### config.mk
export PLATFORM = sky130hd
export DESIGN_NAME = clk_div_prog
export DESIGN_NICKNAME = d
export VERILOG_FILES = /design/src/rtl/clk_div_prog.sv
export SDC_FILE = /design/constraint.sdc
export NUM_CORES = 1
export LEC_CHECK = 0
export CAP_MARGIN = 5
export CORE_MARGIN = 8
export CORE_UTILIZATION = 25
export DETAILED_ROUTE_END_ITERATION = 8
export PLACE_DENSITY = 0.52
export REMOVE_ABC_BUFFERS = 1
export SLEW_MARGIN = 20
export SYNTH_ARGS = -nofsm -noshare
export SYNTH_HDL_FRONTEND = slang
export SYNTH_SLANG_ARGS = --single-unit
### constraint.sdc
create_clock -name clk_rx -period 4.6 [get_ports clk_rx]
set_input_delay 0.46 -clock clk_rx [delete_from_list [all_inputs] [get_ports clk_rx]]
set_output_delay 0.46 -clock clk_rx [all_outputs]
set_load 0.005 [all_outputs]
### src/rtl/clk_div_prog.sv
// Programmable clock divider with glitch-free divisor switching at period boundaries.
// Optional macro CLK_DIV_ODD_DUTY50_EN adds a negedge term giving 50% duty for odd divisors.
module clk_div_prog #(
    parameter int unsigned WIDTH   = 8,
    parameter int unsigned DIV_RST = 2
) (
    input  logic             clk_rx,
    input  logic             rst_n,
    input  logic [WIDTH-1:0] div_n,
    input  logic             div_load,
    output logic             div_ack,
    output logic             err,
    output logic             clk_tx,
    output logic             tick,
    output logic [WIDTH-1:0] phase_gray
);

    localparam logic [WIDTH-1:0] LP_DIV_RST  = WIDTH'(DIV_RST);
    localparam logic [WIDTH-1:0] LP_CNT_RST  = WIDTH'(DIV_RST - 1);
    localparam logic [WIDTH-1:0] LP_GRAY_RST = LP_CNT_RST ^ (LP_CNT_RST >> 1);
    localparam logic [WIDTH-1:0] LP_ONE      = WIDTH'(1);
    localparam logic [WIDTH-1:0] LP_MIN_DIV  = WIDTH'(2);

    logic [WIDTH-1:0] r_cnt;
    logic [WIDTH-1:0] r_div_q;
    logic [WIDTH-1:0] r_pend;
    logic             r_pend_valid;
    logic             r_clk_hi;
    logic             r_tick;
    logic             r_div_ack;
    logic             r_err;
    logic [WIDTH-1:0] r_phase_gray;

    logic             w_wrap;
    logic             w_apply;
    logic             w_load_ok;
    logic             w_load_bad;
    logic [WIDTH-1:0] w_cnt_next;
    logic [WIDTH-1:0] w_div_next;

    // Next phase and divisor; a pending divisor only takes over on the wrap edge.
    always_comb begin
        w_wrap     = (r_cnt == (r_div_q - LP_ONE));
        w_apply    = w_wrap & r_pend_valid;
        w_cnt_next = w_wrap ? '0 : (r_cnt + LP_ONE);
        w_div_next = w_apply ? r_pend : r_div_q;
        w_load_ok  = div_load & (div_n >= LP_MIN_DIV);
        w_load_bad = div_load & (div_n < LP_MIN_DIV);
    end

    always_ff @(posedge clk_rx) begin
        if (!rst_n) begin
            r_cnt        <= LP_CNT_RST;
            r_div_q      <= LP_DIV_RST;
            r_pend       <= LP_DIV_RST;
            r_pend_valid <= 1'b0;
            r_clk_hi     <= 1'b0;
            r_tick       <= 1'b0;
            r_div_ack    <= 1'b0;
            r_err        <= 1'b0;
            r_phase_gray <= LP_GRAY_RST;
        end else begin
            r_cnt        <= w_cnt_next;
            r_div_q      <= w_div_next;
            r_clk_hi     <= (w_cnt_next < (w_div_next >> 1));
            r_tick       <= (w_cnt_next == '0);
            r_div_ack    <= w_apply;
            r_phase_gray <= w_cnt_next ^ (w_cnt_next >> 1);
            // A load sampled on the wrap edge stays pending for the next wrap.
            if (w_load_ok) begin
                r_pend       <= div_n;
                r_pend_valid <= 1'b1;
                r_err        <= 1'b0;
            end else begin
                if (w_apply) begin
                    r_pend_valid <= 1'b0;
                end
                if (w_load_bad) begin
                    r_err <= 1'b1;
                end
            end
        end
    end

`ifdef CLK_DIV_ODD_DUTY50_EN
    logic r_clk_hi_neg;

    // Half-cycle delayed copy of the high term stretches odd-N high time by half a cycle.
    always_ff @(negedge clk_rx) begin
        if (!rst_n) begin
            r_clk_hi_neg <= 1'b0;
        end else begin
            r_clk_hi_neg <= r_clk_hi;
        end
    end

    assign clk_tx = r_div_q[0] ? (r_clk_hi | r_clk_hi_neg) : r_clk_hi;
`else
    assign clk_tx = r_clk_hi;
`endif

    assign div_ack    = r_div_ack;
    assign err        = r_err;
    assign tick       = r_tick;
    assign phase_gray = r_phase_gray;

endmodule

==> impl_summary.txt, run 1 <==
----------------------------------------------------
[Outcome]
  Outcome ... completed

[Synthesis]
  Count of flip-flops with a built-in enable after synthesis ... 0
  Register bit count reported by yosys ... 36
  Most common cell in the netlist ... dfxtp_1
  Leading cell types by count after synthesis ... dfxtp_1 (36), nand2_1 (23), nor2_1 (23)
  Register area share after synthesis ... 0.3897
  Largest cells by area after synthesis ... dfxtp_1 (39%), ha_1 (8.1%), mux2i_1 (4.9%), nand2_1 (4.7%), nor2_1 (4.7%)
  Fraction of registers with async set/reset ... 0
  Portion of synthesized cell area occupied by the leading cell type ... 0.3897
  Post-Synthesis Cells ... 204
  Cell accounting for the most synthesized area ... dfxtp_1
  Synth warnings ... 0
  Post-Syn Area ... 1849 um2
  Netlist cell types ... 48
  Primary FF master, synth ... dfxtp_1
  Synth Area per Inst ... 9.065 um2

[CTS]
  TritonCTS clock tree ... done
  H-tree lvl count ... 2
  Post-CTS Setup Bufs ... 0
  Num Clock Sinks ... 36
  Clock-pin slew reported for the worst setup and hold paths after clock tree synthesis ... approximately 0.080 ns
  TritonCTS buffer count ... 5
  Number of gates resized after cts ... 0
  Max clock buf depth ... 2
  Hold Buf Count CTS ... 0
  Cell at the root of the clock tree ... clkbuf_8
  Source-to-sink clock delay at the later pin of the worst-skew pair ... 0.29 ns

[Routing]
  DR DRC count ... 0
  DRC marker count from the first detailed-route iteration ... 42
  Drt wl/cell ... between 10 and 15 um
  Routed wire length ... 4.215 mm
  Post-route ant nets ... 0
  Post-detailed-route via-to-cell ratio ... ~4.4
  Count of TritonRoute iterations in the first routing pass ... 4
  Vias ... 1,438

[Worst hold path]
  Cell count of the worst hold path ... 2
  Type of the worst min-delay path ... flop to flop

[Final layout]
  Filler-free cell count of the finished design ... 327
  Total number of nets in the final design ... 250
  Number of diodes added for antenna fixing ... 0
  Signed area change from the synthesized netlist to the final layout ... 22.67%
  Share of post-route cells with drive strength above 1 ... 0.1053
  Finished layout cell area ... 2268 um2
  Fill cell instance count of the final layout ... 800

[Timing]
  Worst relative slew slack ... 0.3402
  Minimum clock period after layout ... 3.493 ns
  Slew at the pin closest to its max-slew limit ... 0.9790 ns
  Upper clock frequency limit ... 286.3 MHz
  Number of hold violations in the final report ... 0
  Count of endpoints failing setup in the final report ... 0
  Clock tree skew after final layout ... 0.01425 ns
  Final slew viol count ... 0
  Setup repair after global routing missed its margin ... no
  Aggregate negative setup slack ... 0 ns
  Ratio of final minimum period to clock period ... 0.7594

[Power]
  Pleak ... between 0.9 and 1 nW
  Power per cell area ... about 450 nW/um2
  Logic pwr share ... 0.384
  Largest voltage drop on the vdd net ... ~0.12 mV
  Net switching component of the power ... roughly 0.35 mW
  Switching share of power ... 0.3480
  Internal power ... 0.6611 mW
  Share of total power in the clock network ... 0.238
  Part of the power in registers ... 0.378

[Global routing]
  First-pass GRT wire length ... 7.334 mm
  Largest net degree at the start of global routing ... 19
  Total global routing overflow ... 0
  Antenna violations before repair ... 0
  Vias in the first global route ... 1,555
  Total routing resource utilization after global routing ... 0.08999

[Setup path]
  Kind of cell adding the most delay to the critical path ... compound AO/OA/AOI/OAI gates
  Ordered list of cells on the worst path ... inv_1 > ha_1 > nor4b_1 > a32oi_1 > a21oi_1 > o21a_1 > or2_2 > inv_1 > ha_1 > a21o_1 > a211oi_1 > o31a_2 > inv_1 > a221o_1 > o21ai_0
  WP data required ... 4.82 ns
  Highest-delay cell along the critical path ... dfxtp_1
  Arrival time at the worst endpoint ... about 3.7 ns
  Maximum fanout along the worst path ... 7
  Element type at the critical path start ... flop
  Logic depth of the worst path, buffers included ... 15
  Buffer and inverter count on the worst path ... 3
  Type of element capturing the critical path ... flop
  Biggest cell delay along the critical path ... 0.44 ns
  Depth of the most critical reg-to-reg path ... 15
  Cell with the most instances on the worst path ... inv_1
  Worst setup path class ... flop to flop

[Placement]
  Cell area after placement ... 2171 um2
  Placed insts ... about 320
  Weighted congestion reported at the end of routability-driven placement ... 0.7909
  Port Buffer Count ... 22
  HPWL after detailed placement ... around 3.3 mm

[Floorplan]
  Starting density of the core ... 0.2563
  Std-Cell Rows ... 31
  Die extent in y ... 102.0 um
  Die Span X ... 102.0 um
  Area enclosed by the die boundary ... 10,410 um2
  Area of the core ... 7214 um2
  Boundary Pins ... 23

[Flow run]
  Count of maximum capacitance violations ... 0

----------------------------------------------------
-- cell families after synthesis --
family	share of synthesized area
AO/OA/AOI/OAI	0.1455
XOR/XNOR	0.07578
adder cells (fa/ha/maj)	0.08119
buffers and inverters	0.04262
flip-flops	0.3897
multiplexers	0.04872
AND/OR/NAND/NOR	0.2165
-- state kept, by name (all words and copies together), names as in the netlist --
register      count
phase_gray        7
r_pend_valid      1
div_ack           1
r_pend            8
tick              1
err               1
r_div_q           8
clk_tx            1
r_cnt             8
-- power by group through the flow --
stage               logic, mW  registers (mW)  clock network (mW)
floorplan               0.278           0.383                   0
CTS                     0.395           0.384               0.247
global placement        0.395           0.392                   0
detailed placement      0.393           0.391                   0
finish                  0.389           0.383               0.241
global route            0.439           0.388               0.257
-- cell usage in the layout, fill, tap and decap left out, drive strengths merged, types with 2 or more instances in the layout --
| master | Yosys | routed |
|---|---|---|
| dfxtp | 36 | 36 |
| nand2 | 23 | 23 |
| nor2 | 23 | 23 |
| clkdlybuf4s50 | 0 | 22 |
| inv | 12 | 12 |
| ha | 12 | 12 |
| xnor2 | 9 | 9 |
| mux2i | 9 | 9 |
| a21oi | 9 | 9 |
| xor2 | 7 | 7 |
| clkbuf | 5 | 6 |
| nand3 | 5 | 5 |
| nand2b | 5 | 5 |
| and2 | 4 | 4 |
| and3 | 4 | 4 |
| a31oi | 3 | 3 |
| or2 | 3 | 3 |
| o21ai | 3 | 3 |
| o211ai | 3 | 3 |
| nand4 | 2 | 2 |
| nor3 | 2 | 2 |
| a21o | 2 | 2 |
| o21a | 2 | 2 |
| a221o | 2 | 2 |
| clkinvlp | 0 | 2 |
| nor4 | 2 | 2 |
-- layer usage --
layer	share of wire	wire, um	GRT usage
met1	0.49	2080	0.1099
met2	0.45	1886	0.1444
met3	0.044	186	0.02793
met4	0.015	62	0.03386
met5	0	0	0
-- worst register-to-register path, stage by stage (launching register included) --
cell	delay (ns)
dfxtp_1	0.44
inv_1	0.07
ha_1	0.28
nor4b_1	0.36
a32oi_1	0.08
a21oi_1	0.41
o21a_1	0.31
or2_2	0.18
inv_1	0.05
ha_1	0.30
a21o_1	0.16
a211oi_1	0.24
o31a_2	0.19
inv_1	0.04
a221o_1	0.24
o21ai_0	0.06
-- through the flow --
step	hold slack, ns	setup slack (ns)	power, mW	utilization
after floorplan	0.4357	1.563	0.6606	-
after global placement	0.4548	1.166	0.7874	0.3009
after detailed placement	0.4559	1.145	0.7846	0.3009
after CTS	0.4650	1.099	1.026	0.3144
after global routing	0.4900	0.7990	1.085	0.3144
final	0.4596	1.107	1.014	0.3144
-- worst paths after layout --
| kind | slack, ns | to | start |
|---|---|---|---|
| worst max-delay path | 1.11 | clk_tx | r_div_q[0] |
| worst min-delay path | 0.46 | r_pend[3] | r_pend[3] |
| worst max register to register | 1.11 | clk_tx | r_div_q[0] |
| worst min register to register | 0.46 | r_pend[3] | r_pend[3] |
-- cell type report --
type                       count  area, um2  share of cell area
tap                           99      123.9             0.05461
sequential                    36      720.7              0.3177
clock inverter                 2      15.01            0.006619
inverter                      13      48.80             0.02151
timing repair buffer          23      227.7              0.1004
clock buffer                   6      82.58             0.03640
multi-input combinational    148       1050              0.4628
Note: power is estimated with default switching activity, not from simulation.
==> run 2, diff against run 1 <==
--- a/config.mk
+++ b/config.mk
@@ -9,7 +9,7 @@
 export CORE_MARGIN = 8
 export CORE_UTILIZATION = 25
 export DETAILED_ROUTE_END_ITERATION = 8
-export PLACE_DENSITY = 0.52
+export PLACE_DENSITY = 0.54
 export REMOVE_ABC_BUFFERS = 1
 export SLEW_MARGIN = 20
 export SYNTH_ARGS = -nofsm -noshare
==> constraint.sdc (replaced) <==
create_clock -name clk_rx -period 3.1 [get_ports clk_rx]
set_input_delay 0.31 -clock clk_rx [delete_from_list [all_inputs] [get_ports clk_rx]]
set_output_delay 0.31 -clock clk_rx [all_outputs]
set_load 0.005 [all_outputs]
==> impl_summary.txt, run 2 (same netlist as run 1, synthesis figures left out) <==
----------------------------------------------------
[Final layout]
  Signed area change from the synthesized netlist to the final layout ... 47.29% (was 22.67%)
  Most frequent standard cell in the layout excluding fill and tap cells ... buf_4 (was dfxtp_1)
  Largest registers ... r_cnt: 8 flops, r_div_q: 8 flops, r_pend: 8 flops (unchanged)
  Share of post-route cells with drive strength above 1 ... 0.3097 (was 0.1053)
  Total number of nets in the final design ... 290 (was 250)
  Most used cells in the layout excluding fill and tap cells ... buf_4 (39), dfxtp_1 (33), nand2_1 (22), clkdlybuf4s50_1 (22), nor2_1 (21) (was dfxtp_1 (36), nand2_1 (23), nor2_1 (23))
  Finished layout cell area ... 2724 um2 (was 2268 um2)
  Number of diodes added for antenna fixing ... 0 (unchanged)

[Worst hold path]
  Type of the worst min-delay path ... flop to flop (unchanged)
  Cell count of the worst hold path ... 2 (unchanged)

[Placement]
  Cell area after placement ... 2411 um2 (was 2171 um2)
  Worst-case setup slack after placement ... -0.09165 ns (was 1.145 ns)
  HPWL after detailed placement ... 3.693 mm (was 3.338 mm)
  Port Buffer Count ... 22 (unchanged)
  Weighted congestion reported at the end of routability-driven placement ... 0.8879 (was 0.7909)

[Routing]
  Drt wl/cell ... 13.19 um (was 12.89 um)
  Count of TritonRoute iterations in the first routing pass ... 4 (unchanged)
  DR DRC count ... 0 (unchanged)
  Vias ... 1,604 (was 1,438)
  DRC marker count from the first detailed-route iteration ... 48 (was 42)
  Post-detailed-route via-to-cell ratio ... 4.371 (was 4.398)
  Routed wire length ... 4.841 mm (was 4.215 mm)
  Post-route ant nets ... 0 (unchanged)

[Timing]
  Slew at the pin closest to its max-slew limit ... 0.3333 ns (was 0.9790 ns)
  Count of endpoints failing setup in the final report ... 1 (was 0)
  Upper clock frequency limit ... 320.0 MHz (was 286.3 MHz)
  Clock tree skew after final layout ... 0.005620 ns (was 0.01425 ns)
  Number of hold violations in the final report ... 0 (unchanged)
  Ratio of final minimum period to clock period ... 1.008 (was 0.7594)
  Aggregate negative setup slack ... -0.02465 ns (was 0 ns)
  Minimum clock period after layout ... 3.125 ns (was 3.493 ns)
  Final slew viol count ... 0 (unchanged)
  Worst relative slew slack ... 0.7714 (was 0.3402)
  Worst-case setup margin in the final layout ... -0.02465 ns (was 1.107 ns)
  Setup repair after global routing missed its margin ... yes (was no)

[Floorplan]
  Area of the core ... 7214 um2 (unchanged)
  Die extent in y ... 102.0 um (unchanged)
  Starting density of the core ... 0.2563 (unchanged)
  Std-Cell Rows ... 31 (unchanged)
  Die Span X ... 102.0 um (unchanged)
  Area enclosed by the die boundary ... 10,410 um2 (unchanged)
  Boundary Pins ... 23 (unchanged)

[Setup path]
  Highest-delay cell along the critical path ... a2111oi_4 (was dfxtp_1)
  WP data required ... 3.32 ns (was 4.82 ns)
  Element type at the critical path start ... flop (unchanged)
  Maximum fanout along the worst path ... 7 (unchanged)
  Buffer and inverter count on the worst path ... 3 (unchanged)
  Arrival time at the worst endpoint ... 3.35 ns (was 3.72 ns)
  Kind of cell adding the most delay to the critical path ... compound AO/OA/AOI/OAI gates (unchanged)
  Setup slack on the worst flop-to-flop path ... -0.02 ns (was 1.11 ns)
  Type of element capturing the critical path ... flop (unchanged)
  Depth of the most critical reg-to-reg path ... 15 (unchanged)
  Biggest cell delay along the critical path ... 0.46 ns (was 0.44 ns)
  Logic depth of the worst path, buffers included ... 15 (unchanged)
  Worst setup path class ... flop to flop (unchanged)
  Ordered list of cells on the worst path ... or3_4 > a21oi_2 > a31oi_1 > a2111oi_4 > o211ai_4 > buf_12 > buf_4 > mux2i_1 > ha_1 > a21o_1 > a211oi_2 > o31a_2 > inv_1 > a221o_1 > o21ai_1 (was inv_1 > ha_1 > nor4b_1 > a32oi_1 > a21oi_1 > o21a_1 > or2_2 > inv_1 > ha_1 > a21o_1 > a211oi_1 > o31a_2 > inv_1 > a221o_1 > o21ai_0)

[Power]
  Power per cell area ... 653.7 nW/um2 (was 447.0 nW/um2)
  Largest voltage drop on the vdd net ... 0.3616 mV (was 0.1237 mV)
  Pleak ... 1.115 nW (was 0.9163 nW)

[CTS]
  Hold Buf Count CTS ... 0 (unchanged)
  Source-to-sink clock delay at the later pin of the worst-skew pair ... 0.28 ns (was 0.29 ns)
  Num Clock Sinks ... 36 (unchanged)
  TritonCTS clock tree ... done (unchanged)
  Cell at the root of the clock tree ... clkbuf_8 (unchanged)
  Clock-pin slew reported for the worst setup and hold paths after clock tree synthesis ... 0.07 ns (was 0.08 ns)
  H-tree lvl count ... 2 (unchanged)
  Max clock buf depth ... 2 (unchanged)
  TritonCTS buffer count ... 5 (unchanged)

[Global routing]
  Total global routing overflow ... 0 (unchanged)
  First-pass GRT wire length ... 8.121 mm (was 7.334 mm)
  Largest net degree at the start of global routing ... 19 (unchanged)
  Vias in the first global route ... 1,687 (was 1,555)
  Antenna violations before repair ... 0 (unchanged)
  Total routing resource utilization after global routing ... 0.1003 (was 0.08999)

[Flow run]
  Count of maximum capacitance violations ... 0 (unchanged)

[Outcome]
  Failing checks ... setup timing
  Outcome ... finished, violations left (was completed)

----------------------------------------------------
[run 2: power breakdown]
part           internal, mW  leakage (nW)  total [mW]  switching (mW)
logic                 0.442         0.765       0.812           0.370
clock network         0.239        0.0552       0.405           0.166
registers             0.521         0.295       0.564          0.0434
total                  1.20          1.11        1.78           0.579
[run 2: area by class of cell]
| cell class | count | area [um2] |
|---|---|---|
| flip-flops and latches | 36 | 724.4 |
| clock buffers | 6 | 72.57 |
| clock inverters | 2 | 35.03 |
| well taps | 99 | 123.9 |
| multi-input cells | 148 | 1175 |
| inverters | 13 | 48.80 |
| fillers | 761 | 4491 |
| repair buffers | 63 | 544.3 |
[run 2: repair_timing]
item	CTS	global route
gates resized for setup	23	6
setup buffers	7	2
setup endpoints to repair	1	1
cloned	0	0
pin swaps	9	5
[run 2: layer usage]
layer,up-vias,share of wire,wire length (um),global-route usage
li1,828,-,-,-
met1,745,0.44,2146,0.1129
met2,25,0.50,2413,0.1759
met3,6,0.040,194,0.02861
met4,0,0.018,87,0.03499
met5,-,0,0,0
[run 2: worst paths after layout]
path | start | endpoint
hold reg to reg | r_pend[2] | r_pend[2]
setup reg to reg | r_div_q[0] | clk_tx
setup / recovery | r_div_q[0] | clk_tx
hold / removal | r_pend[2] | r_pend[2]
[run 2: worst reg2reg max path, stage by stage (launching register included)]
cell,delay (ns)
dfxtp_2,0.34
or3_4,0.39
a21oi_2,0.10
a31oi_1,0.08
a2111oi_4,0.46
o211ai_4,0.13
buf_12,0.17
buf_4,0.14
mux2i_1,0.14
ha_1,0.21
a21o_1,0.16
a211oi_2,0.19
o31a_2,0.19
inv_1,0.04
a221o_1,0.25
o21ai_1,0.07
[run 2: per-stage QoR]
step	hold WS (ns)	std cells	utilization	total power [mW]
2_1_floorplan	0.3719	197	-	0.9803
3_3_place_gp	0.4454	351	0.3342	1.279
3_5_place_dp	0.4486	351	0.3342	1.288
4_1_cts	0.4674	365	0.3689	1.758
5_1_grt	0.4938	367	0.3776	1.906
6_report	0.4659	367	0.3776	1.781
==> run 3, diff against run 2 <==
--- a/config.mk
+++ b/config.mk
@@ -6,10 +6,12 @@
 export NUM_CORES = 1
 export LEC_CHECK = 0
 export CAP_MARGIN = 5
+export CELL_PAD_IN_SITES_DETAIL_PLACEMENT = 2
+export CELL_PAD_IN_SITES_GLOBAL_PLACEMENT = 2
 export CORE_MARGIN = 8
 export CORE_UTILIZATION = 25
 export DETAILED_ROUTE_END_ITERATION = 8
-export PLACE_DENSITY = 0.54
+export PLACE_DENSITY = 0.73
 export REMOVE_ABC_BUFFERS = 1
 export SLEW_MARGIN = 20
 export SYNTH_ARGS = -nofsm -noshare
==> impl_summary.txt, run 3 (same netlist as run 1, synthesis figures left out) <==
----------------------------------------------------
[Outcome]
  Outcome ... finished, violations left (unchanged)
  Failing checks ... setup timing (unchanged)

[Setup path]
  Maximum fanout along the worst path ... 5 (was 7)
  Ordered list of cells on the worst path ... nor4_4 > o21ai_1 > a32oi_1 > a21oi_1 > buf_4 > o211ai_4 > mux2i_2 > ha_1 > a21o_1 > a211oi_2 > o31a_2 > inv_2 > a221o_1 > o21ai_1 (was or3_4 > a21oi_2 > a31oi_1 > a2111oi_4 > o211ai_4 > buf_12 > buf_4 > mux2i_1 > ha_1 > a21o_1 > a211oi_2 > o31a_2 > inv_1 > a221o_1 > o21ai_1)
  Launch point of the worst path ... r_div_q[2] (was r_div_q[0])
  Type of element capturing the critical path ... flop (unchanged)
  Element type at the critical path start ... flop (unchanged)
  Worst flop-to-flop path endpoint ... clk_tx (unchanged)
  Biggest cell delay along the critical path ... 0.38 ns (was 0.46 ns)
  Launch instance of the worst register-to-register path ... r_div_q[2] (was r_div_q[0])
  WP data required ... 3.33 ns (was 3.32 ns)
  Arrival time at the worst endpoint ... 3.37 ns (was 3.35 ns)
  Setup slack on the worst flop-to-flop path ... -0.04 ns (was -0.02 ns)
  Worst setup path class ... flop to flop (unchanged)
  Highest-delay cell along the critical path ... dfxtp_4 (was a2111oi_4)
  Depth of the most critical reg-to-reg path ... 14 (was 15)
  Cell with the most instances on the worst path ... o21ai_1

[Routing]
  Drt wl/cell ... 16.46 um (was 13.19 um)
  DR DRC count ... 0 (unchanged)
  Vias ... 1,664 (was 1,604)
  DRC marker count from the first detailed-route iteration ... 62 (was 48)
  Routed wire length ... 5.942 mm (was 4.841 mm)
  Post-detailed-route via-to-cell ratio ... 4.609 (was 4.371)
  Count of TritonRoute iterations in the first routing pass ... 4 (unchanged)
  Post-route ant nets ... 0 (unchanged)

[Power]
  Part of the power in registers ... 0.315 (was 0.317)
  Power per cell area ... 679.4 nW/um2 (was 653.7 nW/um2)
  Switching share of power ... 0.3401 (was 0.3253)
  Net switching component of the power ... 0.6057 mW (was 0.5792 mW)
  Logic pwr share ... 0.479 (was 0.456)
  Pleak ... 1.095 nW (was 1.115 nW)
  Internal power ... 1.175 mW (was 1.201 mW)
  Share of total power in the clock network ... 0.206 (was 0.227)
  Largest voltage drop on the vdd net ... 0.1871 mV (was 0.3616 mV)

[Global routing]
  Vias in the first global route ... 1,882 (was 1,687)
  Largest net degree at the start of global routing ... 19 (unchanged)
  Antenna violations before repair ... 0 (unchanged)
  Total global routing overflow ... 0 (unchanged)
  Total routing resource utilization after global routing ... 0.1246 (was 0.1003)
  First-pass GRT wire length ... 9.811 mm (was 8.121 mm)

[Final layout]
  Fill cell instance count of the final layout ... 824 (was 761)
  Most used cells in the layout excluding fill and tap cells ... buf_4 (33), dfxtp_1 (32), nand2_1 (22), nor2_1 (22), clkdlybuf4s50_1 (22) (was buf_4 (39), dfxtp_1 (33), nand2_1 (22), clkdlybuf4s50_1 (22), nor2_1 (21))
  Share of post-route cells with drive strength above 1 ... 0.2939 (was 0.3097)
  Number of diodes added for antenna fixing ... 0 (unchanged)
  Largest registers ... r_cnt: 8 flops, r_div_q: 8 flops, r_pend: 8 flops (unchanged)
  Most frequent standard cell in the layout excluding fill and tap cells ... buf_4 (unchanged)
  Combined flip-flop and latch cell area ... 728.2 um2 (was 724.4 um2)
  Filler-free cell count of the finished design ... 361 (was 367)
  Total number of nets in the final design ... 285 (was 290)
  Multi-input gate area ... 1122 um2 (was 1175 um2)
  Final design utilization ... 0.3633 (was 0.3776)
  Signed area change from the synthesized netlist to the final layout ... 41.75% (was 47.29%)

[Placement]
  Weighted congestion reported at the end of routability-driven placement ... 0.8034 (was 0.8879)
  HPWL after detailed placement ... 4.538 mm (was 3.693 mm)
  Port Buffer Count ... 22 (unchanged)
  Worst-case setup slack after placement ... -0.1397 ns (was -0.09165 ns)
  Placed insts ... 347 (was 351)

[Timing]
  Worst-case setup margin in the final layout ... -0.04273 ns (was -0.02465 ns)
  Count of endpoints failing setup in the final report ... 1 (unchanged)
  Ratio of final minimum period to clock period ... 1.014 (was 1.008)
  Upper clock frequency limit ... 318.2 MHz (was 320.0 MHz)
  Worst relative slew slack ... 0.6926 (was 0.7714)
  Minimum clock period after layout ... 3.143 ns (was 3.125 ns)
  Number of hold violations in the final report ... 0 (unchanged)
  Clock tree skew after final layout ... 0.005180 ns (was 0.005620 ns)
  Slew at the pin closest to its max-slew limit ... 0.4578 ns (was 0.3333 ns)
  Final slew viol count ... 0 (unchanged)
  Setup repair after global routing missed its margin ... yes (unchanged)
  Final worst hold slack ... 0.4712 ns (was 0.4659 ns)

[Flow run]
  Count of maximum capacitance violations ... 0 (unchanged)

[Floorplan]
  Die extent in y ... 102.0 um (unchanged)
  Std-Cell Rows ... 31 (unchanged)
  Die Span X ... 102.0 um (unchanged)
  Boundary Pins ... 23 (unchanged)
  Area enclosed by the die boundary ... 10,410 um2 (unchanged)
  Starting density of the core ... 0.2563 (unchanged)
  Area of the core ... 7214 um2 (unchanged)

[CTS]
  Hold Buf Count CTS ... 0 (unchanged)
  TritonCTS clock tree ... done (unchanged)
  H-tree lvl count ... 2 (unchanged)
  Max clock buf depth ... 2 (unchanged)
  Cell at the root of the clock tree ... clkbuf_8 (unchanged)
  Source-to-sink clock delay at the later pin of the worst-skew pair ... 0.29 ns (was 0.28 ns)
  Num Clock Sinks ... 36 (unchanged)
  TritonCTS buffer count ... 5 (unchanged)
  Clock-pin slew reported for the worst setup and hold paths after clock tree synthesis ... 0.07 ns (about the same)

[Worst hold path]
  Type of the worst min-delay path ... flop to flop (unchanged)
  Hold Startpoint ... r_pend[3] (was r_pend[2])
  Destination of the worst hold path ... r_pend[3] (was r_pend[2])
  Cell count of the worst hold path ... 2 (unchanged)

----------------------------------------------------
-- run 3: how the worst max path moves through the flow --
stage / end / slack, ns / cells past startpoint
2_1_floorplan: clk_tx / 0.06 / 14
3_3_place_gp: clk_tx / -0.09 / 15
3_5_place_dp: clk_tx / -0.14 / 15
4_1_cts: clk_tx / -0.0002 / 14
5_1_grt: clk_tx / -0.25 / 14
6_report: clk_tx / -0.04 / 14
-- run 3: final cells by class --
class | instances | area share
clock buffer | 7 | 0.03675
timing repair buffer | 58 | 0.1914
inverter | 13 | 0.01862
sequential | 36 | 0.2778
tap | 99 | 0.04726
multi-input combinational | 148 | 0.4282
-- run 3: worst max-delay path, delay by kind of cell (launching register included) --
family	cells	cell delay [ns]
buffers and inverters	2	0.19
AND/OR/NAND/NOR	1	0.32
flip-flops	1	0.38
adder cells (fa/ha/maj)	1	0.28
AO/OA/AOI/OAI	9	1.64
multiplexers	1	0.28
-- run 3: layer usage --
metal	routed length, um	vias to the layer above	GRT usage
met1	2602	824	0.1415
met4	64	0	0.03386
met2	3086	20	0.2234
met3	188	7	0.03270
met5	0	-	0
li1	-	813	-
-- run 3: through the flow --
stage	power (mW)	area, um2	TNS (ns)
3_5_place_dp	1.337	2381	-0.1397
3_3_place_gp	1.306	2381	-0.08881
4_1_cts	1.801	2618	-0.0001603
5_1_grt	1.907	2621	-0.2507
6_report	1.781	2621	-0.04273
2_1_floorplan	0.9803	1819	0
-- run 3: power by group through the flow --
| stage | clock network (mW) | logic [mW] | registers (mW) |
|---|---|---|---|
| finish | 0.367 | 0.852 | 0.561 |
| global placement | 0 | 0.737 | 0.569 |
| global route | 0.402 | 0.938 | 0.567 |
| floorplan | 0 | 0.412 | 0.568 |
| detailed placement | 0 | 0.766 | 0.571 |
| CTS | 0.380 | 0.858 | 0.563 |
-- run 3: what timing repair did --
item / in CTS / in global routing
pin swaps: 12 / 2
gates resized for setup: 25 / 3
buffers inserted: 7 / 0
endpoints found under the setup margin: 1 / 1
